File: src/rtl/cpu_run_pkg.sv
// Shared types and helpers for the LEGv8 run controller and its signature MISR.
`timescale 1ns/1ps
package cpu_run_pkg;

    typedef enum logic [1:0] {
        IDLE = 2'd0,
        HOLD = 2'd1,
        RUN  = 2'd2,
        DONE = 2'd3
    } run_state_t;

    localparam logic [31:0] HLT_ENCODING = 32'hD4400000;

    // Widest value rotl1 can handle; callers pass the width actually in use.
    localparam int ROT_MAX_W = 256;

    function automatic logic [ROT_MAX_W-1:0] rotl1(input logic [ROT_MAX_W-1:0] v,
                                                   input int unsigned           w);
        logic [ROT_MAX_W-1:0] mask;
        logic [ROT_MAX_W-1:0] vm;
        mask = (w >= ROT_MAX_W) ? '1 : ((ROT_MAX_W'(1) << w) - ROT_MAX_W'(1));
        vm   = v & mask;
        return ((vm << 1) | (vm >> (w - 1))) & mask;
    endfunction

endpackage

File: src/rtl/run_signature_misr.sv
// Rotate-and-xor signature register folding each enabled (addr, data) pair.
`timescale 1ns/1ps
module run_signature_misr
    import cpu_run_pkg::*;
#(
    parameter int DATA_W = 64
) (
    input  logic              CLOCK,
    input  logic              RESET,
    input  logic              clr,
    input  logic              en,
    input  logic [DATA_W-1:0] addr,
    input  logic [DATA_W-1:0] data,
    output logic [DATA_W-1:0] sig
);

    logic [DATA_W-1:0] rot;

    always_comb begin
        rot = DATA_W'(rotl1(ROT_MAX_W'(sig), DATA_W));
    end

    always_ff @(posedge CLOCK) begin
        if (RESET || clr) begin
            sig <= '0;
        end else if (en) begin
            sig <= rot ^ addr ^ data;
        end
    end

endmodule

File: src/rtl/cpu_run_controller.sv
// Sequences core reset, runs a program until HLT / stalled PC / timeout, and
// records cycle, access counts and a write signature for quick result checks.
`timescale 1ns/1ps
module cpu_run_controller
    import cpu_run_pkg::*;
#(
    parameter int                   ADDR_W       = 64,
    parameter int                   DATA_W       = 64,
    parameter int                   INSTR_W      = 32,
    parameter int                   RESET_CYCLES = 2,
    parameter int                   MAX_CYCLES   = 1000,
    parameter int                   HALT_STABLE  = 4,
    parameter logic [INSTR_W-1:0]   HALT_INSTR   = INSTR_W'(HLT_ENCODING),
    parameter int                   CNT_W        = 32,
    parameter int                   ACC_W        = 16
) (
    input  logic               CLOCK,
    input  logic               RESET,
    input  logic               start,
    input  logic [ADDR_W-1:0]  pc,
    input  logic [INSTR_W-1:0] instr,
    input  logic [ADDR_W-1:0]  mem_address,
    input  logic [DATA_W-1:0]  mem_data_in,
    input  logic               mem_write,
    input  logic               mem_read,
    output logic               cpu_reset,
    output logic               running,
    output logic               done,
    output logic               timeout,
    output logic [CNT_W-1:0]   cycle_count,
    output logic [ACC_W-1:0]   write_count,
    output logic [ACC_W-1:0]   read_count,
    output logic [DATA_W-1:0]  signature,
    output logic [ADDR_W-1:0]  halt_pc
);

    localparam int HOLD_W = $clog2(RESET_CYCLES + 1);
    localparam int STAB_W = $clog2(HALT_STABLE + 1);

    run_state_t        state, state_next;
    logic [HOLD_W-1:0] hold_cnt;
    logic [STAB_W-1:0] stable_cnt, stable_next;
    logic [ADDR_W-1:0] pc_prev;
    logic              pc_valid;
    logic              start_ok, pc_same, stable_hit, halt_hit, budget_hit, finish;
    logic              sig_en;
    logic [DATA_W-1:0] addr_fold;

    function automatic logic [ACC_W-1:0] sat_inc(input logic [ACC_W-1:0] v);
        return (&v) ? v : v + 1'b1;
    endfunction

    always_comb begin
        state_next  = state;
        start_ok    = 1'b0;
        finish      = 1'b0;
        pc_same     = pc_valid && (pc == pc_prev);
        stable_next = pc_same ? stable_cnt + 1'b1 : '0;
        stable_hit  = pc_same && (stable_next >= STAB_W'(HALT_STABLE));
        halt_hit    = (instr == HALT_INSTR) || stable_hit;
        // cycle_count already shows the current RUN cycle's index
        budget_hit  = (cycle_count == CNT_W'(MAX_CYCLES));
        unique case (state)
            IDLE, DONE: begin
                if (start) begin
                    state_next = HOLD;
                    start_ok   = 1'b1;
                end
            end
            HOLD: begin
                if (hold_cnt == HOLD_W'(RESET_CYCLES - 1)) state_next = RUN;
            end
            RUN: begin
                finish = halt_hit || budget_hit;
                if (finish) state_next = DONE;
            end
            default: state_next = IDLE;
        endcase
    end

    always_ff @(posedge CLOCK) begin
        if (RESET) begin
            state       <= IDLE;
            cpu_reset   <= 1'b1;
            running     <= 1'b0;
            done        <= 1'b0;
            timeout     <= 1'b0;
            cycle_count <= '0;
            write_count <= '0;
            read_count  <= '0;
            halt_pc     <= '0;
            hold_cnt    <= '0;
            stable_cnt  <= '0;
            pc_prev     <= '0;
            pc_valid    <= 1'b0;
        end else begin
            state     <= state_next;
            cpu_reset <= (state_next != RUN);
            running   <= (state_next == RUN);
            done      <= (state_next == DONE);

            if (start_ok) begin
                cycle_count <= '0;
                write_count <= '0;
                read_count  <= '0;
                halt_pc     <= '0;
                timeout     <= 1'b0;
                hold_cnt    <= '0;
                stable_cnt  <= '0;
                pc_valid    <= 1'b0;
            end

            if (state == HOLD) begin
                hold_cnt <= hold_cnt + 1'b1;
                if (state_next == RUN) cycle_count <= CNT_W'(1);
            end

            if (state == RUN) begin
                pc_prev    <= pc;
                pc_valid   <= 1'b1;
                stable_cnt <= stable_next;
                if (mem_write) write_count <= sat_inc(write_count);
                if (mem_read)  read_count  <= sat_inc(read_count);
                if (finish) begin
                    halt_pc <= pc;
                    timeout <= budget_hit && !halt_hit;
                end else begin
                    cycle_count <= cycle_count + 1'b1;
                end
            end
        end
    end

    always_comb begin
        addr_fold = DATA_W'(mem_address);
        sig_en    = (state == RUN) && mem_write;
    end

    run_signature_misr #(
        .DATA_W (DATA_W)
    ) u_misr (
        .CLOCK (CLOCK),
        .RESET (RESET),
        .clr   (start_ok),
        .en    (sig_en),
        .addr  (addr_fold),
        .data  (mem_data_in),
        .sig   (signature)
    );

endmodule
File: config.mk
export PLATFORM = sky130hd
export DESIGN_NAME = cpu_run_controller
export DESIGN_NICKNAME = d
export VERILOG_FILES = /design/src/rtl/cpu_run_pkg.sv /design/src/rtl/run_signature_misr.sv /design/src/rtl/cpu_run_controller.sv
export SDC_FILE = /design/constraint.sdc
export NUM_CORES = 1
export LEC_CHECK = 0
export ABC_AREA = 1
export ABC_CLOCK_PERIOD_IN_PS = 2700
export CAP_MARGIN = 10
export CORE_MARGIN = 1
export CORE_UTILIZATION = 42
export CTS_BUF_LIST = sky130_fd_sc_hd__clkbuf_4 sky130_fd_sc_hd__clkbuf_8
export DETAILED_ROUTE_END_ITERATION = 10
export GPL_ROUTABILITY_DRIVEN = 1
export PLACE_DENSITY = 0.79
export SYNTH_ARGS = -nofsm -noshare
export SYNTH_HDL_FRONTEND = slang
export SYNTH_SLANG_ARGS = --single-unit
File: constraint.sdc
create_clock -name CLOCK -period 2.7 [get_ports CLOCK]
set_input_delay 0.54 -clock CLOCK [delete_from_list [all_inputs] [get_ports CLOCK]]
set_output_delay 0.54 -clock CLOCK [all_outputs]
set_load 0.005 [all_outputs]
==> results.sh <==
export IMPL_hp_class="in2reg"
export IMPL_grt_pass1_wl_mm=76.0
export IMPL_drt_initial_drc_count=1238
export IMPL_netlist_area_leader_share=0.383
export IMPL_crit_type="in2reg"
export IMPL_dr_pass1_iters=5
export IMPL_fin_skew_ns=0.0136
export IMPL_maxSlewViolCount=0
export IMPL_rsz0062_at_grt="no"
export IMPL_avgSynthCellArea_um2=6.81
export IMPL_tightest_slew_ns=0.903
export IMPL_overflow=0
export IMPL_grt_pass1_vias=14525
export IMPL_reg2reg_slack_ns=0.31
export IMPL_ys_seq_area_frac=0.383
export IMPL_cts_buffers=47
export IMPL_cp_slowest_cell="clkdlybuf4s50_1"
export IMPL_crit_path_max_incr_delay_ns=0.43
export IMPL_synth_top_area_cell="dfxtp_1"
export IMPL_async_reset_ff_frac=0
export IMPL_drc=0
export IMPL_syn_to_final_growth_pct=45.9
export IMPL_fillers=2929
export IMPL_crit_path_end_kind="flop"
export IMPL_drtAntennaViolNets=0
export IMPL_finalSetupViolCount=0
export IMPL_io_pins=425
export IMPL_worstPathRequired_ns=3.19
export IMPL_cts_root_buf="clkbuf_8"
export IMPL_holdWs_ns=0.379
export IMPL_power_density_mw_per_mm2=466
export IMPL_syn_inst=2057
export IMPL_vias_per_cell=5.07
export IMPL_multi_input_area_mm2=0.00721
export IMPL_core_area_mm2=0.0327
export IMPL_h_tree_depth=2
export IMPL_netlist_area_mm2=0.0140
export IMPL_crit_path_start_kind="input port"
export IMPL_clk_latency_ns=0.57
export IMPL_dieArea_mm2=0.0341
export IMPL_initial_core_util=0.429
export IMPL_synth_edf_count=0
export IMPL_path_common_cell="nand2_1"
export IMPL_crit_arrival_ns=2.95
export IMPL_synthTopCellsByArea="dfxtp_1, nand2_1, inv_1"
export IMPL_synth_fp_nets=2294
export IMPL_yosysUniqueCellTypes=47
export IMPL_path_max_fanout=12
export IMPL_leakage_nw=8.92
export IMPL_path_cells="clkdlybuf4s50_1 -> buf_4 -> nand2_1 -> nand2_1 -> nor2_1 -> nand2_1 -> nor2_1 -> nand2_1 -> nor2_1 -> nand4_2 -> nand4_1 -> buf_4 -> nand3_1 -> inv_1 -> nand2_1 -> a21oi_1"
export IMPL_ir_drop_v=0.000350
export IMPL_wl_per_cell_um=16.4
export IMPL_min_period_over_period=0.910
export IMPL_hold_viol_final=0
export IMPL_fp_dieH_um=185
export IMPL_relSlewSlack=0.398
export IMPL_grt_max_degree=114
export IMPL_cap_violations=0
export IMPL_place_inst=2943
export IMPL_die_w_um=185
export IMPL_synth_flop_cell="dfxtp_1"
export IMPL_clk_pin_slew_worst_paths_ns=0.06
export IMPL_finalPower_w=0.00954
export IMPL_fin_cells=3032
export IMPL_cts_tree="yes"
export IMPL_hpwl_mm=37.3
export IMPL_max_freq_ghz=0.407
export IMPL_track_usage=0.281
export IMPL_nets=2787
export IMPL_finalCriticalPeriod_ns=2.46
export IMPL_ys_seq_elements=268
export IMPL_finalWirelength_mm=49.6
export IMPL_status="finished clean"
export IMPL_place_congestion=0.950
export IMPL_row_count=66
export IMPL_ctsHoldBuffers=0
export IMPL_numClockSinks=268
export IMPL_clk_path_buf_depth=3
export IMPL_tns_ns=0
export IMPL_ys_warn_count=0
export IMPL_regArea_mm2=0.00537
export IMPL_drive_gt1_frac=0.0881
export IMPL_port_buffers=424
export IMPL_vias=15368
export IMPL_antenna_found_initial=4
==> registers in the layout, indices dropped and copies added, names as in the netlist, 3 cells and up <==
name,flops
cycle_count,32
halt_pc,64
pc_prev,64
read_count,16
stable_cnt,3
u_misr.sig,64
write_count,16
==> repair_timing <==
item,4_1_cts,5_1_grt
endpoints found under the setup margin,0,1
resized for setup,0,1
setup buffers,0,0
==> kinds of logic after synthesis <==
kind of cell    after synthesis  synth area share
compound gates              411             0.156
fa+ha+maj                     8           0.00714
simple gates                842             0.254
buf+inv                     376             0.105
xor+xnor                    152            0.0950
flops                       268             0.383
==> Yosys cell counts (2+ instances only) <==
cell type and n:
nand2_1 468, inv_1 285, dfxtp_1 268, o21ai_0 200, nor2_1 194, a21oi_1 163, xnor2_1 88, nand3_1 64
xor2_1 64, clkbuf_1 58, nand4_1 35, nor3_1 33, o221ai_1 16, buf_2 15, nor4_1 12, a31oi_1 11
buf_1 8, ha_1 8, or2_2 8, a311oi_1 6, buf_6 5, nor3_2 5, nand2_2 4, nor2_2 4
clkinv_1 3, nand3_2 3, nand3b_1 3, o211ai_1 3, o22ai_1 3, o21ai_1 2, o31ai_1 2
==> final cells by class <==
type / instances / area share
flip-flops and latches: 268 / 0.262
clock inverters: 10 / 0.00563
diodes: 3 / 0.000367
repair buffers: 531 / 0.252
inverters: 289 / 0.0530
well taps: 442 / 0.0270
clock buffers: 76 / 0.0472
multi-input cells: 1413 / 0.352
==> layer usage <==
metal | share of wire | wire, um | vias to the layer above | track usage
met3 | 0.084 | 4170 | 132 | 0.0583
met5 | 0.00026 | 13 | - | 0
met4 | 0.052 | 2560 | 2 | 0.147
met1 | 0.41 | 20400 | 7039 | 0.345
met2 | 0.45 | 22500 | 621 | 0.463
li1 | - | - | 7574 | -
==> through the flow <==
step	setup slack, ns	area (um2)	utilization
floorplan	0.639	14000	-
global placement	-0.284	19400	0.592
detailed placement	-0.289	19400	0.592
CTS	0.260	20400	0.625
global route	0.0541	20500	0.626
finish	0.244	20500	0.626
==> power breakdown <==
group | switching [W] | total, W | internal [W]
clock | 0.00179 | 0.00426 | 0.00247
combinational | 0.000614 | 0.00124 | 0.000627
sequential | 0.0000404 | 0.00404 | 0.00400
total | 0.00244 | 0.00954 | 0.00709
==> critical path: cells and delay by family <==
family	cells	cell delay, ns
and+or+nand+nor	11	1.40
buffers and inverters	4	0.89
AOI/OAI and AO/OA	1	0.13
==> final timing paths <==
path	cells after the start	from	to
worst min-delay path	2	RESET	state[0]
worst max register to register	13	cycle_count[0]	cycle_count[24]
worst max-delay path	16	pc[58]	cycle_count[29]
worst min register to register	2	pc_prev[13]	pc_prev[13]
==> cell usage in the layout, fill, tap and decap left out, types with 13 or more instances in the layout <==
cell type,count
nand3_1,64
buf_4,98
inv_1,284
clkbuf_8,63
clkdlybuf4s50_1,423
a21oi_1,163
xnor2_1,88
nand4_1,35
xor2_1,64
o221ai_1,16
nor2_1,193
nor3_1,33
nand2_1,467
o21ai_0,200
clkbuf_4,13
dfxtp_1,268
(Power assumes the default switching activity.)
